--- src/rtl/fifo_frame_writer_pkg.sv ---
// Shared types and size derivations for the FIFO-to-memory frame writer.
package fifo_frame_writer_pkg;

  typedef enum logic [1:0] {
    IDLE,
    RUN,
    FLUSH,
    DONE
  } state_t;

  function automatic int unsigned frame_total(input int unsigned width,
                                              input int unsigned height);
    return width * height;
  endfunction

  function automatic int unsigned frame_words(input int unsigned total,
                                              input int unsigned pack);
    return (total + pack - 1) / pack;
  endfunction

  function automatic int unsigned cnt_width(input int unsigned n);
    return (n > 1) ? $clog2(n) : 1;
  endfunction

endpackage

--- src/rtl/fifo_frame_writer_pixel_packer.sv ---
// Collects PACK pixels into one word; unfilled upper slots always read as zero.
module fifo_frame_writer_pixel_packer #(
  parameter int unsigned DWIDTH = 8,
  parameter int unsigned PACK   = 4,
  parameter int unsigned CW     = 2
) (
  input  logic                     clock,
  input  logic                     reset,
  input  logic                     clear,
  input  logic                     push,
  input  logic [DWIDTH-1:0]        pixel,
  output logic [CW-1:0]            pack_cnt,
  output logic [DWIDTH*PACK-1:0]   word,
  output logic                     word_full
);

  localparam logic [CW-1:0] LAST_SLOT = CW'(PACK - 1);

  logic [DWIDTH-1:0] slots [PACK];

  assign word_full = push && (pack_cnt == LAST_SLOT);

  // The word includes the pixel being pushed this cycle so a completing pop
  // can load the output register without an extra cycle.
  always_comb begin
    word = '0;
    for (int unsigned i = 0; i < PACK; i++) begin
      if (CW'(i) < pack_cnt)
        word[i*DWIDTH +: DWIDTH] = slots[i];
      else if (CW'(i) == pack_cnt && push)
        word[i*DWIDTH +: DWIDTH] = pixel;
    end
  end

  always_ff @(posedge clock or posedge reset) begin
    if (reset) begin
      pack_cnt <= '0;
      slots    <= '{default: '0};
    end else if (clear) begin
      pack_cnt <= '0;
      slots    <= '{default: '0};
    end else if (push) begin
      slots[pack_cnt] <= pixel;
      if (word_full)
        pack_cnt <= '0;
      else
        pack_cnt <= pack_cnt + 1'b1;
    end
  end

endmodule

--- src/rtl/fifo_frame_writer.sv ---
// Drains a first-word-fall-through FIFO and writes one packed frame to memory.
module fifo_frame_writer
  import fifo_frame_writer_pkg::*;
#(
  parameter int unsigned IMG_WIDTH  = 720,
  parameter int unsigned IMG_HEIGHT = 540,
  parameter int unsigned DWIDTH     = 8,
  parameter int unsigned PACK       = 4,
  parameter int unsigned ADDR_WIDTH = 18
) (
  input  logic                    clock,
  input  logic                    reset,
  input  logic                    start,
  input  logic [ADDR_WIDTH-1:0]   base_addr,
  output logic                    fifo_rd_en,
  input  logic [DWIDTH-1:0]       fifo_dout,
  input  logic                    fifo_empty,
  output logic                    mem_wr_en,
  output logic [ADDR_WIDTH-1:0]   mem_addr,
  output logic [DWIDTH*PACK-1:0]  mem_din,
  input  logic                    mem_ready,
  output logic                    busy,
  output logic                    frame_done
);

  localparam int unsigned TOTAL = frame_total(IMG_WIDTH, IMG_HEIGHT);
  localparam int unsigned PW    = cnt_width(TOTAL + 1);
  localparam int unsigned CW    = cnt_width(PACK);
  localparam logic [PW-1:0] LAST_PIX  = PW'(TOTAL - 1);
  localparam logic [CW-1:0] LAST_SLOT = CW'(PACK - 1);

  state_t                  state;
  logic [PW-1:0]           pix_cnt;
  logic [CW-1:0]           pack_cnt;
  logic [DWIDTH*PACK-1:0]  word;
  logic                    word_full;
  logic                    out_free;
  logic                    accept;
  logic                    flush_load;
  logic                    load;
  logic                    last_pop;
  logic                    packer_clear;

  always_comb begin
    out_free     = !mem_wr_en || mem_ready;
    accept       = mem_wr_en && mem_ready;
    fifo_rd_en   = (state == RUN) && !fifo_empty &&
                   ((pack_cnt != LAST_SLOT) || out_free);
    flush_load   = (state == FLUSH) && out_free;
    load         = word_full || flush_load;
    last_pop     = fifo_rd_en && (pix_cnt == LAST_PIX);
    packer_clear = ((state == IDLE) && start) || flush_load;
  end

  fifo_frame_writer_pixel_packer #(
    .DWIDTH (DWIDTH),
    .PACK   (PACK),
    .CW     (CW)
  ) u_packer (
    .clock     (clock),
    .reset     (reset),
    .clear     (packer_clear),
    .push      (fifo_rd_en),
    .pixel     (fifo_dout),
    .pack_cnt  (pack_cnt),
    .word      (word),
    .word_full (word_full)
  );

  // mem_addr doubles as the address counter: it always names the word held
  // (or next to be held) in the output register.
  always_ff @(posedge clock or posedge reset) begin
    if (reset) begin
      state      <= IDLE;
      busy       <= 1'b0;
      frame_done <= 1'b0;
      mem_wr_en  <= 1'b0;
      mem_addr   <= '0;
      mem_din    <= '0;
      pix_cnt    <= '0;
    end else begin
      frame_done <= 1'b0;

      if (load) begin
        mem_din   <= word;
        mem_wr_en <= 1'b1;
      end else if (accept) begin
        mem_wr_en <= 1'b0;
      end

      if ((state == IDLE) && start)
        mem_addr <= base_addr;
      else if (accept)
        mem_addr <= mem_addr + 1'b1;

      if (fifo_rd_en)
        pix_cnt <= pix_cnt + 1'b1;

      case (state)
        IDLE: begin
          if (start) begin
            pix_cnt <= '0;
            busy    <= 1'b1;
            state   <= RUN;
          end
        end
        RUN: begin
          if (last_pop) begin
            if (word_full)
              state <= DONE;
            else
              state <= FLUSH;
          end
        end
        FLUSH: begin
          if (out_free)
            state <= DONE;
        end
        DONE: begin
          if (accept) begin
            frame_done <= 1'b1;
            busy       <= 1'b0;
            state      <= IDLE;
          end
        end
        default: state <= IDLE;
      endcase
    end
  end

endmodule

--- config.mk ---
export PLATFORM = sky130hd
export DESIGN_NAME = fifo_frame_writer
export DESIGN_NICKNAME = d
export VERILOG_FILES = /design/src/rtl/fifo_frame_writer_pkg.sv /design/src/rtl/fifo_frame_writer_pixel_packer.sv /design/src/rtl/fifo_frame_writer.sv
export SDC_FILE = /design/constraint.sdc
export NUM_CORES = 1
export LEC_CHECK = 0
export CAP_MARGIN = 10
export CORE_MARGIN = 1
export CORE_UTILIZATION = 55
export DETAILED_ROUTE_END_ITERATION = 16
export HOLD_SLACK_MARGIN = 0.08
export MAX_ROUTING_LAYER = met4
export PLACE_DENSITY = 0.87
export SYNTH_ARGS = -nofsm -noshare
export SYNTH_HDL_FRONTEND = slang
export SYNTH_SLANG_ARGS = --single-unit
export TNS_END_PERCENT = 10
--- constraint.sdc ---
create_clock -name clock -period 5.7 [get_ports clock]
set_input_delay 1.71 -clock clock [delete_from_list [all_inputs] [get_ports clock]]
set_output_delay 1.71 -clock clock [all_outputs]
set_load 0.005 [all_outputs]
==> results.py <==
metrics = {
    "routing": {
        "wl_met1_mm": 5.00,
        "routed.top_layer": "met4",
        "drt-total-wl_mm": 12.0,
        "firstDrtPassIters": 4,
        "drc": 0,
        "wire_per_inst_um": 17.1,
        "dr_total_vias": 4303,
        "wl_met2_mm": 5.99,
        "drt_iter0_drc": 343,
        "drtAntennaViolNets": 0,
        "via_per_inst": 6.12,
        "dr_wl_met3_um": 756,
    },
    "sta": {
        "hold_viol_final": 0,
        "rsz0062_at_grt": "false",
        "setup_viol": 0,
        "period_needed_ns": 4.95,
        "fin_worst_skew_ns": 0.0144,
        "tns_ns": 0,
        "final_max_slew_viol_count": 0,
        "tightest_slew_ns": 1.13,
        "relSlewSlack_pct": 24.5,
        "period_share_pct": 86.8,
        "max_freq_ghz": 0.202,
        "whs_ns": 0.519,
    },
    "global_route": {
        "grt_max_degree": 46,
        "grt_remaining_overflow": 0,
        "antenna_found_initial": 0,
        "track_usage_pct": 28.4,
        "grt_pass1_wl_mm": 19.5,
        "grt_pass1_vias": 4039,
    },
    "placed_design": {
        "dp.cells": 687,
        "gp_congestion": 0.884,
        "io_buffer_count": 84,
        "dp_hpwl_mm": 8.49,
    },
    "synth": {
        "avgSynthCellArea_um2": 9.36,
        "synth_flop_cell": "dfrtp_1",
        "synthCells": 524,
        "yosysSeqAreaShare_pct": 51.0,
        "synthTopCellsByCount": "dfrtp_1, a21oi_1, nand2_1",
        "synth_top_area_share_pct": 51.0,
        "synth.area.top_cells": "dfrtp_1, a21oi_1, nand2_1, nor2_1, nand3_1",
        "synth.most_common_cell": "dfrtp_1",
        "syn_nets": 566,
        "synth_area_um2": 4900,
        "yosysUniqueCellTypes": 41,
        "synthArstFlopShare_pct": 100,
        "yosys_warnings": 0,
        "synth_edf_count": 0,
        "synth_seq_cells": 100,
        "yosysTopAreaCell": "dfrtp_1",
    },
    "worst_setup_path": {
        "crit_path_frequent_cell": "clkdlybuf4s50_1",
        "critical_path_arrival_ns": 3.24,
        "critical_path.top_delay_family": "buffers and inverters",
        "criticalPathCategory": "primary input to output pin",
        "slowest_delay_ns": 0.58,
        "worstPathMaxFanout": 7,
        "path_cells": "clkdlybuf4s50_1 -> and3b_1 -> nor2_2 -> clkdlybuf4s50_1",
        "worstSetupEndpointType": "output pin",
        "startpoint_type": "primary input",
        "crit_buf_inv": 2,
        "slowest_stage": "clkdlybuf4s50_1",
        "cp_data_required_time_ns": 3.99,
    },
    "clock_network": {
        "htreeDepth": 3,
        "clk_latency_ns": 0.37,
        "cts-root-buf": "clkbuf_8",
        "cts.hold.buffers_added": 0,
        "path_clk_slew_ns": 0.10,
        "cts_buffer_depth": 2,
        "cts_tree": "done",
        "post_cts_resized": 0,
        "post_cts_buffers": 0,
        "cts_inserted_buffers": 9,
        "cts_sinks": 100,
    },
    "final_layout": {
        "n_antenna_cell": 0,
        "layout-drive-gt1-share_pct": 4.87,
        "syn2layout_area_growth_pct": 21.7,
        "instances_no_fill": 703,
        "layout.nets": 632,
        "fin_util_pct": 68.8,
    },
    "run": {
        "cap_violations": 0,
    },
    "pwr": {
        "power_density_nw_per_um2": 457,
        "power.leakage_nw": 2.41,
        "ir_drop_uv": 223,
    },
    "die": {
        "fp.dieArea_um2": 9300,
        "initial_core_util_pct": 56.5,
        "ios": 85,
        "die_h_um": 96.4,
        "num_rows": 34,
        "core-area_um2": 8680,
        "die_w_um": 96.4,
    },
    "min_path": {
        "min_path_type": "flop to flop",
    },
    "status": {
        "outcome": "completed",
    },
}
## registers in the layout (all words and copies together) (netlist names)
| register | cells |
|---|---|
| u_packer.pack_cnt | 2 |
| mem_wr_en | 1 |
| mem_addr | 18 |
| state | 2 |
| u_packer.slots | 24 |
| mem_din | 32 |
| pix_cnt | 19 |
| frame_done | 1 |
| busy | 1 |
## worst reg2reg max path: stages (launching register included)
cell       delay, ns
dfrtp_1         0.54
ha_1            0.45
nand3b_1        0.46
nand2_1         0.36
a2111oi_4       0.48
mux2_4          0.33
## per-stage QoR
stage | setup WS (ns) | power [mW] | area [µm²]
after floorplan | 1.35 | 1.77 | 4900
after global placement | 0.789 | 2.24 | 5790
final | 0.752 | 2.73 | 5970
after detailed placement | 0.763 | 2.31 | 5790
after CTS | 0.777 | 2.73 | 5970
after global routing | 0.663 | 2.92 | 5970
## cell usage in the layout, fill, tap and decap left out, drive strengths merged, types with 12 or more instances in the layout
cell	n
a31oi	16
nor2	45
nand2	59
o31ai	12
xor2	14
nand3	30
o21ai	18
clkdlybuf4s50	84
dfrtp	100
nand4	20
or4	12
a21oi	67
## final timing paths
check,cells after the start,slack (ns),start,endpoint
worst max-delay path,4,0.75,mem_ready,fifo_rd_en
worst min-delay path,1,0.52,mem_din[30],mem_din[30]
worst max register to register,5,2.97,u_packer.pack_cnt[1],state[1]
worst min register to register,1,0.52,mem_din[30],mem_din[30]
max in group asynchronous,3,3.13,reset,u_packer.slots[23]
min in group asynchronous,2,1.64,reset,mem_addr[8]
## cell families (layout without fill, tap and decap cells)
family | count (synthesis) | in the layout | synth area share [%]
simple gates | 220 | 220 | 23.2
compound gates | 128 | 128 | 15.6
flops | 100 | 100 | 51.0
buf+inv | 43 | 114 | 3.29
xor+xnor | 19 | 19 | 3.39
fa+ha+maj | 11 | 11 | 2.81
mux | 3 | 3 | 0.714
## routing by layer
| layer | track usage, % | up-vias |
|---|---|---|
| li1 | - | 2010 |
| met1 | 35.0 | 2100 |
| met2 | 47.3 | 166 |
| met3 | 4.93 | 27 |
| met4 | 10.3 | 0 |
| met5 | - | - |
## layout make-up
cell class              instances  area (µm²)
fillers                       688        2710
flip-flops and latches        100        2500
multi-input cells             381        2240
repair buffers                 89         878
well taps                     108         135
clock buffers                  10         128
clock inverters                 6        48.8
inverters                       9        35.0
## power breakdown
part | switching, mW | internal [mW] | leakage, nW
combinational | 0.590 | 0.574 | 1.04
clock | 0.258 | 0.164 | 0.0848
sequential | 0.198 | 0.943 | 1.29
total | 1.05 | 1.68 | 2.41
Power figures use the tool's default switching activity.
